## config.mk

```make
export PLATFORM = sky130hd
export DESIGN_NAME = mult_count_ctrl
export DESIGN_NICKNAME = d
export VERILOG_FILES = /design/src/rtl/mult_count_ctrl.sv
export SDC_FILE = /design/constraint.sdc
export NUM_CORES = 1
export LEC_CHECK = 0
export ABC_CLOCK_PERIOD_IN_PS = 4300
export BUFFER_PORTS_ARGS = -buffer_cell sky130_fd_sc_hd__buf_2
export CORE_MARGIN = 5
export CORE_UTILIZATION = 47
export DETAILED_ROUTE_END_ITERATION = 16
export PLACE_DENSITY = 0.7
export SLEW_MARGIN = 10
export SYNTH_ARGS = -nofsm -noshare
export SYNTH_HDL_FRONTEND = slang
export SYNTH_SLANG_ARGS = --single-unit
```

## constraint.sdc

```tcl
create_clock -name CLK -period 4.3 [get_ports CLK]
set_input_delay 0.86 -clock CLK [delete_from_list [all_inputs] [get_ports CLK]]
set_output_delay 0.86 -clock CLK [all_outputs]
set_load 0.1 [all_outputs]
```

## src/rtl/mult_count_ctrl.sv

```systemverilog
// Run controller for the counter/multiplier datapath: clears and steps the operand
// counters for N pairs, tracks multiplier latency, captures products and accumulates them.
module mult_count_ctrl #(
    parameter int MULT_LAT = 3,
    parameter int RATIO    = 2
) (
    input  logic        CLK,
    input  logic        RESETN,
    input  logic        START,
    input  logic [7:0]  COUNT,
    input  logic        ABORT,
    input  logic [15:0] P,
    output logic        SCLR,
    output logic        CE_1,
    output logic        CE_2,
    output logic [15:0] PROD,
    output logic        PROD_VALID,
    output logic [23:0] ACC,
    output logic        BUSY,
    output logic        DONE,
    output logic [2:0]  STATE_DBG
);

    typedef enum logic [2:0] {
        S_IDLE  = 3'd0,
        S_CLEAR = 3'd1,
        S_ISSUE = 3'd2,
        S_DRAIN = 3'd3,
        S_FIN   = 3'd4
    } state_e;

    localparam int                  RW       = (RATIO > 1) ? $clog2(RATIO) : 1;
    localparam logic [RW-1:0]       R_LAST   = RW'(RATIO - 1);
    localparam logic [MULT_LAT-1:0] PIPE_MSB = MULT_LAT'(1) << (MULT_LAT - 1);

    state_e              state_q, state_d;
    logic [7:0]          n_q, n_d;
    logic [7:0]          k_q, k_d;
    logic [RW-1:0]       r_q, r_d;
    logic [MULT_LAT-1:0] pipe_q, pipe_d;
    logic [15:0]         prod_q, prod_d;
    logic                pv_q, pv_d;
    logic [23:0]         acc_q, acc_d;
    logic                sclr_q, sclr_d;
    logic                ce1_q, ce1_d;
    logic                ce2_q, ce2_d;
    logic                busy_q, busy_d;
    logic                done_q, done_d;
    logic                capture;
    logic [RW-1:0]       r_inc;

    always_comb begin
        state_d = state_q;
        n_d     = n_q;
        k_d     = k_q;
        r_d     = r_q;
        pipe_d  = pipe_q << 1;
        prod_d  = prod_q;
        pv_d    = 1'b0;
        acc_d   = acc_q;
        sclr_d  = 1'b0;
        ce1_d   = 1'b0;
        ce2_d   = 1'b0;
        busy_d  = 1'b0;
        done_d  = 1'b0;
        r_inc   = (r_q == R_LAST) ? '0 : r_q + RW'(1);

        // The pipe is only non-empty while busy, so ABORT alone gates discarding.
        capture = pipe_q[MULT_LAT-1] && !ABORT;
        if (capture) begin
            prod_d = P;
            acc_d  = acc_q + {8'd0, P};
            pv_d   = 1'b1;
        end

        unique case (state_q)
            S_IDLE: begin
                if (START) begin
                    if (COUNT != 8'd0) begin
                        n_d     = COUNT;
                        state_d = S_CLEAR;
                        sclr_d  = 1'b1;
                        busy_d  = 1'b1;
                    end else begin
                        state_d = S_FIN;
                        done_d  = 1'b1;
                    end
                end
            end
            S_CLEAR: begin
                pipe_d = '0;
                if (ABORT) begin
                    state_d = S_IDLE;
                end else begin
                    acc_d   = '0;
                    k_d     = 8'd0;
                    r_d     = '0;
                    state_d = S_ISSUE;
                    ce1_d   = 1'b1;
                    ce2_d   = (R_LAST == '0);
                    busy_d  = 1'b1;
                end
            end
            S_ISSUE: begin
                if (ABORT) begin
                    pipe_d  = '0;
                    state_d = S_IDLE;
                end else begin
                    pipe_d = (pipe_q << 1) | MULT_LAT'(1);
                    k_d    = k_q + 8'd1;
                    r_d    = r_inc;
                    busy_d = 1'b1;
                    if (k_q == n_q - 8'd1) begin
                        state_d = S_DRAIN;
                    end else begin
                        ce1_d = 1'b1;
                        ce2_d = (r_inc == R_LAST);
                    end
                end
            end
            S_DRAIN: begin
                if (ABORT) begin
                    pipe_d  = '0;
                    state_d = S_IDLE;
                end else if (pipe_q == PIPE_MSB) begin
                    // Final valid is being captured now; DONE lines up with its PROD_VALID.
                    state_d = S_FIN;
                    done_d  = 1'b1;
                end else begin
                    busy_d = 1'b1;
                end
            end
            S_FIN: begin
                state_d = S_IDLE;
            end
            default: begin
                state_d = S_IDLE;
            end
        endcase
    end

    always_ff @(posedge CLK or negedge RESETN) begin
        if (!RESETN) begin
            state_q <= S_IDLE;
            n_q     <= 8'd0;
            k_q     <= 8'd0;
            r_q     <= '0;
            pipe_q  <= '0;
            prod_q  <= 16'd0;
            pv_q    <= 1'b0;
            acc_q   <= 24'd0;
            sclr_q  <= 1'b0;
            ce1_q   <= 1'b0;
            ce2_q   <= 1'b0;
            busy_q  <= 1'b0;
            done_q  <= 1'b0;
        end else begin
            state_q <= state_d;
            n_q     <= n_d;
            k_q     <= k_d;
            r_q     <= r_d;
            pipe_q  <= pipe_d;
            prod_q  <= prod_d;
            pv_q    <= pv_d;
            acc_q   <= acc_d;
            sclr_q  <= sclr_d;
            ce1_q   <= ce1_d;
            ce2_q   <= ce2_d;
            busy_q  <= busy_d;
            done_q  <= done_d;
        end
    end

    assign SCLR       = sclr_q;
    assign CE_1       = ce1_q;
    assign CE_2       = ce2_q;
    assign PROD       = prod_q;
    assign PROD_VALID = pv_q;
    assign ACC        = acc_q;
    assign BUSY       = busy_q;
    assign DONE       = done_q;
    assign STATE_DBG  = state_q;

endmodule
```

==> results by group <==
Status
  – Status: completed

Yosys
  – Mapped Cells: 381
  – Mapped Nets: 428
  – Synthesized area per cell: between 10 and 15 um2
  – Post-synthesis mux area share: a little over 7%
  – Main combinational cell family by area after synthesis: compound AO/OA/AOI/OAI gates
  – Async set-reset flop share out of synthesis: 100%
  – Adder and majority gate portion of the synthesized area: 6.32%
  – Post-synth EDFFs: 0
  – Ys flop type: dfrtp_1
  – YS warnings: 0
  – Sequential share of the synthesized area: 44.5%
  – Simple-gate share of the synthesized area: 16.3%
  – Number of distinct library cells after synthesis: 58
  – Mapped Area: 3880 um2
  – Synth Area in XOR/XNOR: 5.87%
  – Compound-cell area share of the yosys netlist: ~17%
  – Synth Register Bits: 69

Drt
  – 1st-iter DRT viols: 173
  – Final wirelength: approximately 8.6 mm
  – # DRC: 0
  – Via count: 3159
  – First-pass iteration count of the detailed router: 5
  – Wirelength per Cell: 15.0 um
  – Detail Route Antenna Nets: 0
  – Via-to-Cell Ratio: roughly 5.5

STA
  – Setup Skew: 0.00945 ns
  – Slew at the pin with the worst max-slew slack: 0.738 ns
  – Post-route clock period utilization: 62.8%
  – Hold Slack: roughly 0.47 ns
  – Tmin final: roughly 2.7 ns
  – Relative slew slack: 50.6%
  – RSZ-0062 raised after global routing: no
  – F_max: 370 MHz
  – Setup_tns: 0 ns
  – Setup-failing EPs final: 0
  – Final hold viol count: 0
  – Pins Over Slew Limit: 0

GRT
  – Antenna violations before repair: 0
  – Vias in the first global route: roughly 3100
  – GRT overflow: 0
  – Pin count of the biggest net entering global routing: 38
  – Global-route wire length before repair: 14.5 mm
  – All-layer global routing usage: between 10% and 20%

Placed design
  – Gpl congestion: 0.867
  – # port buffers: 76
  – DP HPWL: 6.42 mm

Worst setup path
  – Critical Path AT: 2.92 ns
  – Setup crit end kind: register
  – Critical-path cell list: buf_2, ha_1, fa_1, a21oi_1, nand4b_1, a211oi_1, a21oi_2, o21ai_1, nor2b_1, o21ai_0
  – CP Launch Type: primary input
  – Worst path bufs/invs: 1
  – WP data required: between 4 and 5 ns
  – Largest stage delay on the critical path: 0.44 ns
  – Critical path fanouts, max: 6
  – Family with the most delay on the worst path: compound AO/OA/AOI/OAI gates
  – Kind of critical path: primary input to register
  – Slowest cell on crit path: a211oi_1

Floorplanning
  – Die footprint: 10200 um2
  – Site row count: 33
  – Initial Util: between 40 and 50%
  – # IOs: 77
  – Die Ht: 101 um
  – Total core area: 8130 um2
  – Die W: 101 um

Pwr
  – Lkg Pwr: between 2 and 2.5 nW
  – Maximum vdd drop: around 0.32 mV
  – Seq pwr share: 28.6%
  – Int Power: about 1.6 mW
  – Clock Power Share: approximately 17%
  – Combinational Power Share: between 50% and 60%
  – Sw Ratio: 53.6%
  – PD cells: about 750 nW/um2
  – Total power: 3.44 mW
  – Sw Pwr: between 1.5 and 2 mW

Layout
  – Commonest cells after routing, fill and taps aside: 76 x buf_2, 69 x dfrtp_1, 40 x nand2_1
  – Area growth from synthesis to layout: 18.0%
  – ANT cells: 0
  – End-of-flow core utilization: 56.3%
  – Filler instances: 754
  – Layout cells sized above 1: 28.2%
  – Nets: 507
  – Most common cell after layout, fill and taps aside: buf_2

Clock network
  – Clock sink count: 69
  – Postcts setup bufs: 0
  – Maximum root-to-sink buffer count: 2
  – CTS Hold Bufs: 0
  – Clk_lat worst skew: 0.34 ns
  – Count of cells resized by post-cts repair: 0
  – Clock root cell: clkbuf_8
  – Clock Pin Slew Worst Setup and Hold Paths: 0.08 ns
  – Total CTS buffers: 9
  – H-tree Lvls: 3
  – CTS tree: built

Flow run
  – MaxCap Viol Count: 0

Worst hold path
  – Min-delay worst type: register to register
==> routing by layer <==
layer  up-vias  part of all wire [%]  GRT usage, %
met1      1507                    46          23.8
met3        10                   6.8          3.53
met5         -                     0             0
met4         0                   1.3          5.28
met2        95                    46          29.0
li1       1547                     -             -
==> per-stage QoR <==
stage	setup slack (ns)	area, um2	instances
4_1_cts	1.59	4580	570
5_1_grt	1.27	4580	570
2_1_floorplan	1.46	3880	381
3_3_place_gp	1.31	4360	554
3_5_place_dp	1.21	4360	554
6_report	1.60	4580	570
==> path summary, 6_finish.rpt <==
check                      startpoint   endpoint  slack [ns]  depth (start not counted)
max                              P[0]   register        1.60                         10
min                               r_q       CE_2        0.47                          1
max reg2reg                    ACC[0]   register        1.82                          9
min reg2reg                       r_q       CE_2        0.47                          1
max in group asynchronous      RESETN  async pin        2.77                          2
min in group asynchronous      RESETN    PROD[6]        0.57                          1
==> cell families after synthesis <==
family,after synthesis
flops,69
mux,25
xor+xnor,26
compound gates,100
fa+ha+maj,19
simple gates,122
buf+inv,20
==> synthesized netlist by cell type (4+ instances only) <==
library cell  number  area share, %
a211oi_1           7            1.4
a21oi_1           13            1.7
a22o_1             5            1.1
a31oi_1            5           0.81
and3_1             5           0.81
clkbuf_1           9           0.87
dfrtp_1           69             45
ha_1              18            5.8
inv_1              7           0.68
mux2_2            22            6.4
nand2_1           40            3.9
nand2b_1           7            1.1
nand3_1           10            1.3
nand4_1            4           0.64
nor2_1            20            1.9
nor2b_1            7            1.1
nor3_1             7           0.90
o21a_1             4           0.77
o21ai_0           35            4.5
o21ai_1            6           0.77
xnor2_1           15            3.4
xor2_1            11            2.5
==> area by class of cell <==
cell class              instances  area (um2)  area share, %
inverters                       8        42.5          0.929
flip-flops and latches         69        1730           37.7
clock inverters                 6        86.3           1.89
multi-input cells             292        2050           44.8
well taps                     105         131           2.87
repair buffers                 80         410           8.96
clock buffers                  10         128           2.79
==> power groups by stage <==
stage	clock network [mW]	registers (mW)	logic, mW
2_1_floorplan	0	1.95	0.603
3_3_place_gp	0	0.989	1.86
3_5_place_dp	0	0.998	1.89
4_1_cts	0.595	0.987	1.89
5_1_grt	0.621	1.02	1.99
6_report	0.580	0.986	1.88
(Power assumes the default switching activity.)
